$ cat config.mk
export PLATFORM = sky130hd
export DESIGN_NAME = debounce_multi
export DESIGN_NICKNAME = d
export VERILOG_FILES = /design/src/rtl/debounce_multi.sv
export SDC_FILE = /design/constraint.sdc
export NUM_CORES = 1
export LEC_CHECK = 0
export ABC_AREA = 1
export CELL_PAD_IN_SITES_DETAIL_PLACEMENT = 1
export CELL_PAD_IN_SITES_GLOBAL_PLACEMENT = 1
export CORE_AREA = 2 2 162 164
export DETAILED_ROUTE_END_ITERATION = 8
export DIE_AREA = 0 0 164 166
export GPL_TIMING_DRIVEN = 1
export PLACE_DENSITY_LB_ADDON = 0.12
export SLEW_MARGIN = 20
export SYNTH_ARGS = -nofsm -noshare
export SYNTH_HDL_FRONTEND = slang
export SYNTH_SLANG_ARGS = --single-unit
$ cat constraint.sdc
create_clock -name clk -period 2.2 [get_ports clk]
set_input_delay 0.22 -clock clk [delete_from_list [all_inputs] [get_ports clk]]
set_output_delay 0.22 -clock clk [all_outputs]
set_load 0.01 [all_outputs]
$ cat src/rtl/debounce_multi.sv
// N-channel push-button debouncer: per-channel synchroniser, lock-out hold timer,
// one-cycle rise/fall strobes and a one-shot long-press detector.
module debounce_multi #(
    parameter int unsigned N           = 4,
    parameter int unsigned HOLD_CYCLES = 5000000,
    parameter int unsigned LONG_CYCLES = 50000000,
    parameter int unsigned SYNC_STAGES = 2
) (
    input  logic         clk,
    input  logic         rst,
    input  logic [N-1:0] b,
    output logic [N-1:0] d,
    output logic [N-1:0] rise,
    output logic [N-1:0] fall,
    output logic [N-1:0] long_press,
    output logic [N-1:0] busy
);

    localparam int unsigned HW = $clog2(HOLD_CYCLES + 1);
    localparam int unsigned LW = (LONG_CYCLES > 0) ? $clog2(LONG_CYCLES + 1) : 1;

    typedef enum logic {
        READY = 1'b0,
        HOLD  = 1'b1
    } state_e;

    logic [N-1:0]  sync_q [SYNC_STAGES];
    logic [N-1:0]  s;

    state_e        state_q [N];
    state_e        state_d [N];
    logic [HW-1:0] hold_q  [N];
    logic [HW-1:0] hold_d  [N];
    logic [N-1:0]  d_q, d_d;
    logic [N-1:0]  rise_q, rise_d;
    logic [N-1:0]  fall_q, fall_d;
    logic [N-1:0]  busy_q, busy_d;

    // Input synchroniser chain; s is b delayed by SYNC_STAGES cycles
    always_ff @(posedge clk) begin
        if (rst) begin
            for (int k = 0; k < int'(SYNC_STAGES); k++) begin
                sync_q[k] <= '0;
            end
        end else begin
            sync_q[0] <= b;
            for (int k = 1; k < int'(SYNC_STAGES); k++) begin
                sync_q[k] <= sync_q[k-1];
            end
        end
    end

    assign s = sync_q[SYNC_STAGES-1];

    // Per-channel READY/HOLD state and hold counter
    always_ff @(posedge clk) begin
        if (rst) begin
            for (int i = 0; i < int'(N); i++) begin
                state_q[i] <= READY;
                hold_q[i]  <= '0;
            end
            d_q    <= '0;
            rise_q <= '0;
            fall_q <= '0;
            busy_q <= '0;
        end else begin
            for (int i = 0; i < int'(N); i++) begin
                state_q[i] <= state_d[i];
                hold_q[i]  <= hold_d[i];
            end
            d_q    <= d_d;
            rise_q <= rise_d;
            fall_q <= fall_d;
            busy_q <= busy_d;
        end
    end

    always_comb begin
        state_d = state_q;
        hold_d  = hold_q;
        d_d     = d_q;
        rise_d  = '0;
        fall_d  = '0;
        busy_d  = busy_q;
        for (int i = 0; i < int'(N); i++) begin
            case (state_q[i])
                READY: begin
                    if (s[i] != d_q[i]) begin
                        d_d[i]     = s[i];
                        rise_d[i]  = s[i];
                        fall_d[i]  = ~s[i];
                        state_d[i] = HOLD;
                        hold_d[i]  = '0;
                        busy_d[i]  = 1'b1;
                    end
                end
                HOLD: begin
                    // s is ignored until the lock-out has run its full length
                    if (hold_q[i] == HW'(HOLD_CYCLES - 1)) begin
                        state_d[i] = READY;
                        hold_d[i]  = '0;
                        busy_d[i]  = 1'b0;
                    end else begin
                        hold_d[i] = hold_q[i] + HW'(1);
                    end
                end
                default: begin
                    state_d[i] = READY;
                end
            endcase
        end
    end

    generate
        if (LONG_CYCLES > 0) begin : g_long
            logic [LW-1:0] long_q [N];
            logic [LW-1:0] long_d [N];
            logic [N-1:0]  lp_q, lp_d;

            // Counter stops at LONG_CYCLES so the strobe fires once per press
            always_comb begin
                long_d = long_q;
                lp_d   = '0;
                for (int i = 0; i < int'(N); i++) begin
                    if (!d_q[i]) begin
                        long_d[i] = '0;
                    end else begin
                        if (long_q[i] == LW'(LONG_CYCLES - 1)) begin
                            lp_d[i] = 1'b1;
                        end
                        if (long_q[i] == LW'(LONG_CYCLES)) begin
                            long_d[i] = long_q[i];
                        end else begin
                            long_d[i] = long_q[i] + LW'(1);
                        end
                    end
                end
            end

            always_ff @(posedge clk) begin
                if (rst) begin
                    for (int i = 0; i < int'(N); i++) begin
                        long_q[i] <= '0;
                    end
                    lp_q <= '0;
                end else begin
                    for (int i = 0; i < int'(N); i++) begin
                        long_q[i] <= long_d[i];
                    end
                    lp_q <= lp_d;
                end
            end

            assign long_press = lp_q;
        end else begin : g_no_long
            assign long_press = '0;
        end
    endgenerate

    assign d    = d_q;
    assign rise = rise_q;
    assign fall = fall_q;
    assign busy = busy_q;

endmodule

## Word level (Yosys, flattened, before mapping)

Memory sizes are Yosys's and may differ from the RTL's.
Cells that the tools add are included.

- Register bits: 220
- Memory bits (writable): 8
- Input bits: 6
- Output and inout port bits: 20
- Word-level logic and storage cells: 144
- Memories kept: 1

- $add $sub $neg: 8
- Eq/ne operators: 24
- Multiplexer cells: 45
- Bitwise operators: 18
- Reductions and logical operators: 16

Memories:

| name | words | bits a word | read ports | clocked after Yosys merged registers in | wr ports | RTL line | RTL |
|---|---|---|---|---|---|---|---|
| sync_q | 2 | 4 | 2 | 0 | 2 | 27 | `logic [N-1:0] sync_q [SYNC_STAGES];` |

Operator list:

| cell | number |
|---|---|
| $eq A26 B26 Y1 const B | 8 |
| $mux W23 | 8 |
| $pmux W23 S2 | 4 |
| $add A26 B1 Y26 const B | 4 |
| $add A23 B1 Y23 const B | 4 |
| $eq A23 B23 Y1 const B | 4 |
| $mux W1 | 23 |
| $not A1 Y1 | 16 |
| $pmux W1 S2 | 8 |
| $reduce_and A2 Y1 | 8 |
| $reduce_or A3 Y1 | 4 |
| $mux W4 | 2 |
| $ne A2 B1 Y1 const B | 4 |
| $ne A2 B2 Y1 const B | 4 |
| $reduce_or A2 Y1 | 4 |
| $ne A1 B1 Y1 | 4 |
| $or A1 B1 Y1 | 2 |

## Logic depth before layout (Yosys ltp)

- Word-level depth: 3
- Mapped depth: 11
- Gate-level depth less buffers: 11

## Worst setup path before layout

OpenSTA, ideal clock, no wires.

- Path type: register to register
- Start point: register g_long.long_q[1] (netlist name)
- End point: register g_long.long_q[16] (netlist name)
- Library setup time: 0.132 ns
- Data arrival time: 1.291 ns
- Data required time: 2.068 ns
- Setup slack: 0.777 ns
- Stages on the path, launching flop included: 9
- Buffers on the path: 0
- Clock period less this slack: 1.423 ns
- Path through: dfxtp_1 ha_1 nand2_1 nor2_1 inv_1 nor2_1 inv_1 o21ai_0 a21oi_1

- Word-level cells in the longest chain between the ends: 1
- Elaborated cells on any way between the ends: 2
- Classes of those cells: add/sub: 1; eq/ne: 1

Ends and longest elaborated chain:

| what | RTL line | RTL |
|---|---|---|
| from (decl) | 116 | `logic [LW-1:0] long_q [N];` |
| from (signal, indexed assignment) | 148 | `long_q[i] <= long_d[i];` |
| $add A26 B1 Y26 or $eq A26 B26 Y1 (tied branches) | 134, 131 |  |

Parallel ways exist; a longest one is shown, timed or not.
A chain may end at the register's enable or synchronous reset.

## Worst setup path after layout

- Start point: register hold_q[46] (netlist name)
- End point: register hold_q[54] (netlist name)

- Word-level cells in the longest chain between the ends: 3
- Elaborated cells on any way between the ends: 4
- Classes of those cells: add/sub: 1; eq/ne: 1; mux: 2

Ends and longest elaborated chain:

| what | RTL line | RTL |
|---|---|---|
| from (decl) | 32 | `logic [HW-1:0] hold_q [N];` |
| from (signal, indexed assignment) | 69 | `hold_q[i] <= hold_d[i];` |
| $add A23 B1 Y23 or $eq A23 B23 Y1 (tied branches) | 104, 99 |  |
| $mux W23 (*) | 99 | `if (hold_q[i] == HW'(HOLD_CYCLES - 1)) begin` |
| $pmux W23 S2 (*) | 86 | `case (state_q[i])` |

Mark *: on every way between the ends. The rest lies on a longest branch, timed or not.

==> results.cfg <==
[outcome]
status = completed

[worst_setup_path]
path_class = reg2reg
path_cells = ha_1 -> nand3_1 -> nor2_1 -> nand3_1 -> nand2_1 -> inv_1 -> nand2_2 -> o21ai_0
cp-end-kind = flip-flop
r2r_setup_slack_ps = 340
crit_top_cell = nand3_1
crit_path_max_incr_delay_ps = 390
cp_top_family = simple AND/OR/NAND/NOR gates
setup.worst_path.start = hold_q[46]
worst-path-buf-inv = 1
crit_fanout = 7
worstPathArrival_ps = 2260
crit_slowest_cell = dfxtp_1
r2r_start = hold_q[46]
crit_path_start_kind = flip-flop
worstPathRequired_ps = 2610

[drt]
wire_per_inst_um = 15.6
route.detailed.drc = 0
drt_pass1_iterations = 5
ant_nets = 0
wl_um = 35500
vias_per_cell = 5.41
routed-via-count = 12323
drt_iter0_drc = 557

[sta]
hold_viol = 0
fmax_ghz = 0.538
worstMarginPinSlew_ps = 593
relSlewSlack_pct = 60.4
slew_violations = 0
finalSetupViolations = 0
tns_ps = 0
period_share_pct = 84.4
layout_min_cycle_time_ps = 1860
whs_ps = 83.8
grt_setup_unrepaired = no
skew_ps = 9.33

[synth]
synth_cell_type_count = 41
syn_inst = 1882
syn_area_per_cell_um2 = 6.54
ys_seq_area_share_pct = 37.1
synth_top_flop_cell = dfxtp_1
ys_async_sr_fraction_pct = 0
synth_nets = 1900
synth_edf_count = 0
synth_area_mm2 = 0.0123
synth.ff_latch_count = 228
yosysWarningCount = 0

[worst_hold_path]
min_from = rst
hold_path_class = in2reg

[floorplan]
initial_utilization_pct = 48.0
die_y_um = 166
die_area_mm2 = 0.0272
floorplan.rows = 59
die_w_um = 164
ios = 26
core-area_mm2 = 0.0256

[clock_network]
clock-sinks = 228
cts-buffers-inserted = 27
clockBufferDepth = 3
ctsResizeCount = 0
clkLatencyLatePin_ps = 530
cts-root-buf = clkbuf_16
cts_tree = done
cts_hold_buf = 0
cts.clk_slew.worst_paths_ps = 60
h-tree-depth = 1
cts_setup_buffers = 0

[layout]
n_antenna_cell = 0
layout.area.seq_mm2 = 0.00456
fin_cells = 2276
num-fill-cells = 3510
drive_gt1_share_pct = 7.73
multiInputGateArea_mm2 = 0.00677
layout_common_cells = 463 x nand2_1, 287 x nor2_1, 228 x dfxtp_1, 213 x inv_1, 156 x nand3_1
final_nets = 1941
synthToLayoutAreaGrowth_pct = 12.7
final_common_cell = nand2_1
design_area_mm2 = 0.0139

[power]
power_density_mw_per_mm2 = 670
peakVddDrop_uv = 625
p_leak_nw = 4.60
power_w = 0.00929

[placement]
dpl_cell_area_mm2 = 0.0129
hpwl_um = 26200
gp_congestion = 0.881
io_buffers = 25
placedCellCount = 2229

[global_route]
met2_usage_pct = 47.3
antenna_found_initial = 0
busiest_layer = met2
grt_pass1_wl_um = 61000
grtUsageMet3_pct = 2.90
grt_start_max_net_pins = 35
grt_pass1_vias = 12941
grt-ovfl-total = 0
grt_use_met1_pct = 34.3
grt_use_total_pct = 26.6

[job]
drv_cap = 0
## registers in the layout (all words and copies together), names as in the netlist
signal / flops
g_long.long_q: 104
long_press: 4
sync_q: 8
state_q: 4
hold_q: 92
d: 4
rise: 4
fall: 4
busy: 4
## power breakdown
| group | leakage [nW] | switching, W | internal [W] |
|---|---|---|---|
| sequential | 1.84 | 0.0000386 | 0.00417 |
| clock | 0.467 | 0.00178 | 0.00297 |
| combinational | 2.29 | 0.000249 | 0.0000938 |
## cell families after synthesis
group	Yosys count	synth area share [%]
XOR/XNOR	39	2.78
adder cells (fa/ha/maj)	12	1.22
AO/OA/AOI/OAI	244	10.5
flip-flops	228	37.1
buffers and inverters	249	7.84
AND/OR/NAND/NOR	1110	40.6
## worst paths after layout
check | to | cells past startpoint
setup / recovery | hold_q[54] | 8
hold / removal | sync_q[0][2] | 2
setup reg to reg | hold_q[54] | 8
hold reg to reg | sync_q[0][7] | 2
## layer usage
layer | share of wire [%] | wire length (µm)
met5 | 0 | 0
met4 | 1.8 | 642
met3 | 2.9 | 1020
met2 | 49 | 17400
met1 | 46 | 16500
## synthesized netlist by cell type, drive strengths merged (4+ instances only)
cell,instances,area share (%)
nand3b,9,0.55
xor2,26,1.9
ha,12,1.2
nand2,479,15
nand3,165,7.1
o21ai,82,3.3
nor4,6,0.36
inv,222,6.8
nand4,65,3.3
dfxtp,228,37
o21bai,12,0.73
o21a,6,0.37
o22ai,4,0.20
clkbuf,9,0.27
nor2,325,11
nor3,48,2.4
xnor2,13,0.93
buf,15,0.70
a21oi,138,5.7
or2,7,0.36
## cell type report
cell class                 count  area share [%]
multi-input combinational   1405            48.8
sequential                   228            32.9
inverter                     225            6.09
clock buffer                  39            5.77
tap                          335            3.02
timing repair buffer          36            2.36
clock inverter                 8            1.01
## through the flow
stage / utilization (%) / worst slack, ps
2_1_floorplan: - / 777
3_3_place_gp: 50.5 / 428
3_5_place_dp: 50.5 / 376
4_1_cts: 54.1 / 352
5_1_grt: 54.1 / 86.5
6_report: 54.1 / 342
No activity file was read; power rests on OpenSTA's default activity.
